### config.mk
export PLATFORM = sky130hd
export DESIGN_NAME = gf180mcu_nand_tree_pipe
export DESIGN_NICKNAME = d
export VERILOG_FILES = /design/src/rtl/gf180mcu_nand_tree_pipe.sv
export SDC_FILE = /design/constraint.sdc
export NUM_CORES = 1
export LEC_CHECK = 0
export CAP_MARGIN = 20
export CORE_MARGIN = 2
export CORE_UTILIZATION = 37
export DETAILED_ROUTE_END_ITERATION = 16
export GPL_TIMING_DRIVEN = 0
export PLACE_DENSITY = 0.83
export SLEW_MARGIN = 40
export SYNTH_ARGS = -nofsm -noshare
export SYNTH_HDL_FRONTEND = slang
export SYNTH_SLANG_ARGS = --single-unit
### constraint.sdc
create_clock -name CLK -period 3.2 [get_ports CLK]
set_input_delay 0.32 -clock CLK [delete_from_list [all_inputs] [get_ports CLK]]
set_output_delay 0.32 -clock CLK [all_outputs]
set_load 0.01 [all_outputs]
### src/rtl/gf180mcu_nand_tree_pipe.sv
// Pipelined, parametrised NAND/AND reduction tree over CHANNELS independent lanes.
// Each level ANDs groups of 4 (padded with 1) and registers the result; MODE rides along.
module gf180mcu_nand_tree_pipe #(
  parameter int WIDTH    = 16,
  parameter int CHANNELS = 2
) (
  input  logic                        CLK,
  input  logic                        RN,
  input  logic [CHANNELS*WIDTH-1:0]   A,
  input  logic                        MODE,
  input  logic                        IN_VALID,
  output logic                        IN_READY,
  output logic [CHANNELS-1:0]         ZN,
  output logic                        OUT_VALID,
  input  logic                        OUT_READY
);

  // Number of signals entering level lvl+1 (lvl = 0 is the raw input).
  function automatic int width_at(input int lvl);
    int n;
    n = WIDTH;
    for (int i = 0; i < 8; i++) begin
      if (i < lvl) n = (n + 3) / 4;
    end
    return n;
  endfunction

  function automatic int calc_levels();
    int n;
    int l;
    n = WIDTH;
    l = 0;
    for (int i = 0; i < 8; i++) begin
      if (n > 1) begin
        n = (n + 3) / 4;
        l++;
      end
    end
    return (l < 1) ? 1 : l;
  endfunction

  // Bit offset of level lvl (1-based) inside the flat per-channel register vector.
  function automatic int reg_off(input int lvl);
    int o;
    o = 0;
    for (int i = 1; i < 9; i++) begin
      if (i < lvl) o += width_at(i);
    end
    return o;
  endfunction

  localparam int LEVELS   = calc_levels();
  localparam int REG_BITS = reg_off(LEVELS + 1);

  if (WIDTH < 2 || WIDTH > 256 || CHANNELS < 1) begin : g_bad_params
    $error("gf180mcu_nand_tree_pipe: WIDTH must be 2..256 and CHANNELS >= 1");
  end

  logic [LEVELS-1:0]                        valid_q;
  logic [LEVELS-1:0]                        mode_q;
  logic [CHANNELS-1:0][REG_BITS-1:0]        tree_q;
  logic [CHANNELS-1:0][REG_BITS-1:0]        tree_d;
  logic                                     advance;

  assign advance   = ~(OUT_VALID & ~OUT_READY);
  assign IN_READY  = advance;
  assign OUT_VALID = valid_q[LEVELS-1];

  for (genvar k = 1; k <= LEVELS; k++) begin : g_lvl
    localparam int IW = width_at(k - 1);
    localparam int OW = width_at(k);
    localparam int IO = reg_off(k - 1);
    localparam int OO = reg_off(k);

    for (genvar c = 0; c < CHANNELS; c++) begin : g_ch
      logic [IW-1:0] src;

      if (k == 1) begin : g_from_port
        assign src = A[c*WIDTH +: WIDTH];
      end else begin : g_from_reg
        assign src = tree_q[c][IO +: IW];
      end

      for (genvar g = 0; g < OW; g++) begin : g_grp
        logic [3:0] grp;
        for (genvar j = 0; j < 4; j++) begin : g_bit
          // Missing inputs of the last group read as 1 so they never pull the AND low.
          if (4*g + j < IW) begin : g_real
            assign grp[j] = src[4*g + j];
          end else begin : g_pad
            assign grp[j] = 1'b1;
          end
        end
        assign tree_d[c][OO + g] = &grp;
      end
    end
  end

  // NOTE: data registers are reset too so ZN and every stage read a defined 0 after RN,
  // even though only the valid bits are functionally required.
  always_ff @(posedge CLK or negedge RN) begin
    if (!RN) begin
      valid_q <= '0;
      mode_q  <= '0;
      tree_q  <= '0;
    end else if (advance) begin
      valid_q <= (valid_q << 1) | LEVELS'(IN_VALID);
      mode_q  <= (mode_q << 1) | LEVELS'(MODE);
      tree_q  <= tree_d;
    end
  end

  // Output is forced low whenever no valid beat is presented.
  for (genvar c = 0; c < CHANNELS; c++) begin : g_out
    logic and_c;
    assign and_c = tree_q[c][REG_BITS-1];
    assign ZN[c] = OUT_VALID & (mode_q[LEVELS-1] ? and_c : ~and_c);
  end

endmodule
Word level (Yosys, flattened, before mapping)
Index checks and enable logic that the tools add are counted.
{ "totals": {"regBits": 14, "latch_bits": 0, "mem_bits_rw": 0, "romBits": 0, "in_bits": 37, "out_inout_bits": 4, "word_cells": 25, "n_memories": 0} }
{ "op_classes": {"add_sub_neg": 0, "mul": 0, "div_mod_pow": 0, "magnitude_cmp": 0, "eq_ne": 0, "shifts": 0, "n_mux": 2, "n_bitwise": 9, "reduce_logical": 10} }
{ "op_table": {"columns": ["operator", "n"], "rows": [
  ["AND reduction 4 bit", 10],
  ["NOT 1 bit", 4],
  ["bitwise OR 2 x 1 -> 2 bit", 2],
  ["AND 1 bit", 3],
  ["2-to-1 mux 1 bit", 2]
]} }

Depth between registers and ports, before layout
{ "depth": {"depth_word": 3, "mapped_depth": 3, "ltp_nobuf": 3} }

Worst setup path before layout
No wires, ideal clock.
{ "synth_path": {"kind": "register -> register", "startpoint": "register valid_q[1]", "endpoint": "register mode_q[1]", "setup_ns": 0.125, "t_arrival_ns": 0.993, "required_time_ns": 3.075, "path_slack_ns": 2.082, "path_stages_with_launch": 4, "n_path_buf": 0, "synth_period_minus_slack_ns": 1.118, "path_cell_list": "dfrtp_1 > and2b_4 > inv_2 > mux2_4"} }
{ "synth_via": {"elab_chain_cells": 1} }
{ "synth_lines": {"columns": ["element", "line", "source"], "rows": [
  ["from (decl)", "59", "logic [LEVELS-1:0] valid_q;"],
  ["from (signal assigned)", "107", "valid_q <= (valid_q << 1) | LEVELS'(IN_VALID);"],
  ["AND 1 bit", "65", "assign advance = ~(OUT_VALID & ~OUT_READY);"],
  ["to (signal assigned)", "108", "mode_q <= (mode_q << 1) | LEVELS'(MODE);"],
  ["to (decl)", "60", "logic [LEVELS-1:0] mode_q;"]
]} }
Every way passes these cells.
A chain may end at the register's enable or synchronous reset.

Worst setup path after layout
{ "layout_path": {"startpoint": "register valid_q[1]", "endpoint": "output port ZN[0]"} }
{ "layout_via": {"elab_chain_cells": 1} }
{ "layout_lines": {"columns": ["element", "line", "source"], "rows": [
  ["AND 1 bit", "117", "assign ZN[c] = OUT_VALID & (mode_q[LEVELS-1] ? and_c : ~and_c);"],
  ["to (decl)", "13", "output logic [CHANNELS-1:0] ZN,"]
]} }
Every way passes these cells.

==> out/metrics.csv <==
metric,value,unit
die_w,45.57,um
r2r_start,valid_q[1]$_DFFE_PN0N_,
die_area,0.002077,sq mm
cp-end-kind,primary output,
first_pass_iters,4,
clock-root-buffer,clkbuf_4,
grt_overflow,0,
clock_path_buffers,2,
worstPathCellList,"buf_2, and2_1, clkdlybuf4s50_1",
cts.sinks,14,
setup_ws,1255,ps
drtAntennaViolNets,0,
drc,0,
grt_max_degree,15,
place_congestion,0.7723,
p_comb_share,26.2,%
cp_slowest_stage_delay,530,ps
worstMarginPinSlew,606.3,ps
startpoint_type,register,
synth-seq-cells,14,
crit_arrival,1630,ps
grt_pass1_wl,2.173,mm
cts_inserted_buffers,3,
p_sw_share,23.65,%
synth_top_area_share,54.79,%
rsz0062_at_grt,false,
most-common-layout-cells,"40 x clkdlybuf4s50_1, 14 x dfrtp_1, 10 x nand4_1, 10 x nand3b_1, 10 x o21ai_0",
layoutNonFillerInstCount,117,
start_util,38.28,%
ys_seq_area_share,54.79,%
synth.distinct_cells,14,
p_sw,0.09405,mW
yosysTopAreaCell,dfrtp_1,
status,finished clean,
p_per_area,367.1,mW/mm^2
final_common_cell,clkdlybuf4s50_1,
layout-drive-gt1-share,9.000,%
postCtsHoldBufs,0,
insertedDiodeCount,0,
intPower,0.3037,mW
cts_tree,done,
syn-num-nets,94,
grt_usage,15.22,%
vdd_ir_drop_max,0.1802,mV
max_freq,0.5140,GHz
clk_latency,280,ps
dp.cells,114,
p_seq_share,49.6,%
cts_resized,0,
fin_tns_setup,0,ps
fin_nets,139,
relSlewSlack,59.45,%
reg2regPathDepth,3,
critPathKind,reg2out,
die-height,45.57,um
critPathMaxFanout,10,
wl_per_cell,12.03,um
reg2reg_slack,2090,ps
htree_levels,1,
clkPwrFrac,24.2,%
clk_pin_slew,70,ps
seqCellArea,350.3,sq um
critPathBufInv,2,
cts_setup_buffers,0,
vias,601,
syn-instance-count,57,
synth.area.top_cells,"dfrtp_1 55%, nand3b_1 12%, nand4_1 9.8%",
row_count,15,
fin_crit,1945,ps
slew_viol_final,0,
area_growth,69.47,%
pre_cts_slack,1291,ps
core-area,0.001670,sq mm
via_per_inst,5.137,
portBuffers,40,
crit_family,buffers and inverters,
grt_pass1_vias,533,
hold_viol,0,
drt_wl_total,1.408,mm
multi_input_area,271.5,sq um
fill_cells,143,
mappedNetlistArea,639.4,sq um
fin_crit_sh,60.79,%
r2r_end,mode_q[1]$_DFFE_PN0N_,
drtIter0Drc,4,
yosysWarnings,0,
ioPinCount,41,
drv_cap,0,
setup_viol,0,
cp.required,2880,ps
avgSynthCellArea,11.22,sq um
antenna_found_initial,0,
min_path_type,in2async,
cpMaxStageDelayCell,clkdlybuf4s50_1,
fin_skew,0.4416,ps
leakage,0.4304,nW
-- logic make-up (layout without fill, tap and decap cells) --
logic type | after synthesis | in the layout | share of synthesized area (%)
XOR/XNOR | 2 | 2 | 2.740
buffers and inverters | 4 | 47 | 2.739
multiplexers | 3 | 3 | 5.870
flip-flops | 14 | 14 | 54.80
AO/OA/AOI/OAI | 10 | 10 | 7.828
AND/OR/NAND/NOR | 24 | 24 | 26.03
-- power by group through the flow --
stage / Sequential [mW] / Combinational (mW) / Clock [mW]
2_1_floorplan: 0.199 / 0.0366 / 0
6_report: 0.197 / 0.104 / 0.0962
3_5_place_dp: 0.201 / 0.105 / 0
4_1_cts: 0.197 / 0.106 / 0.100
5_1_grt: 0.199 / 0.114 / 0.110
3_3_place_gp: 0.200 / 0.104 / 0
-- layout make-up --
class,instances,share of cell area [%]
plain buffers,3,1.270
repair buffers,40,36.95
multi-input cells,39,25.06
flip-flops and latches,14,32.33
well taps,17,1.963
inverters,1,0.3464
clock buffers,3,2.079
-- metrics by stage --
step                      instance area (sq um)  power [mW]  util, %  hold slack (ps)
after floorplan                           639.4      0.2358        -            24.41
after global placement                     1061      0.3034    63.52            442.3
after detailed placement                   1061      0.3064    63.52            455.1
after CTS                                  1084      0.4032    64.87            442.0
after global routing                       1084      0.4220    64.87            473.6
final                                      1084      0.3977    64.87            418.5
-- layer usage --
layer	vias up	global-route usage (%)	share of wire (%)
li1	298	-	-
met1	273	18.14	43
met2	26	23.94	47
met3	4	2.381	6.7
met4	0	12.35	3.0
met5	-	0	0
-- state kept, by name, indices dropped and copies added, names as in the netlist --
register              flops
g_lvl.g_ch.g_grp.grp      8
g_out.and_c               2
mode_q                    2
valid_q                   2
-- synth_stat cells --
library cell,number
mux2_1,1
and2b_4,1
and2_1,2
dfrtp_1,14
inv_2,1
mux2_4,1
xnor2_1,2
nand4_1,10
nand3b_1,10
o21ai_0,10
nand2b_1,1
buf_2,2
mux2_2,1
clkbuf_1,1
-- worst reg2reg max path: cells and delay by family, from the launching register on --
kind	cells	cell delay, ps
AND/OR/NAND/NOR	1	200
flip-flops	1	430
buffers and inverters	1	70
multiplexers	1	290
-- worst max path at each step --
stage / start / to / slack, ps / cells after the start
2_1_floorplan: valid_q[1]$_DFFE_PN0N_ / mode_q[1]$_DFFE_PN0N_ / 2080 / 3
3_3_place_gp: OUT_READY / IN_READY / 1290 / 4
3_5_place_dp: OUT_READY / IN_READY / 1290 / 4
4_1_cts: valid_q[1]$_DFFE_PN0N_ / ZN[0] / 1240 / 3
5_1_grt: valid_q[1]$_DFFE_PN0N_ / ZN[0] / 1170 / 3
6_report: valid_q[1]$_DFFE_PN0N_ / ZN[0] / 1250 / 3
No activity file was read; power rests on OpenSTA's default activity.
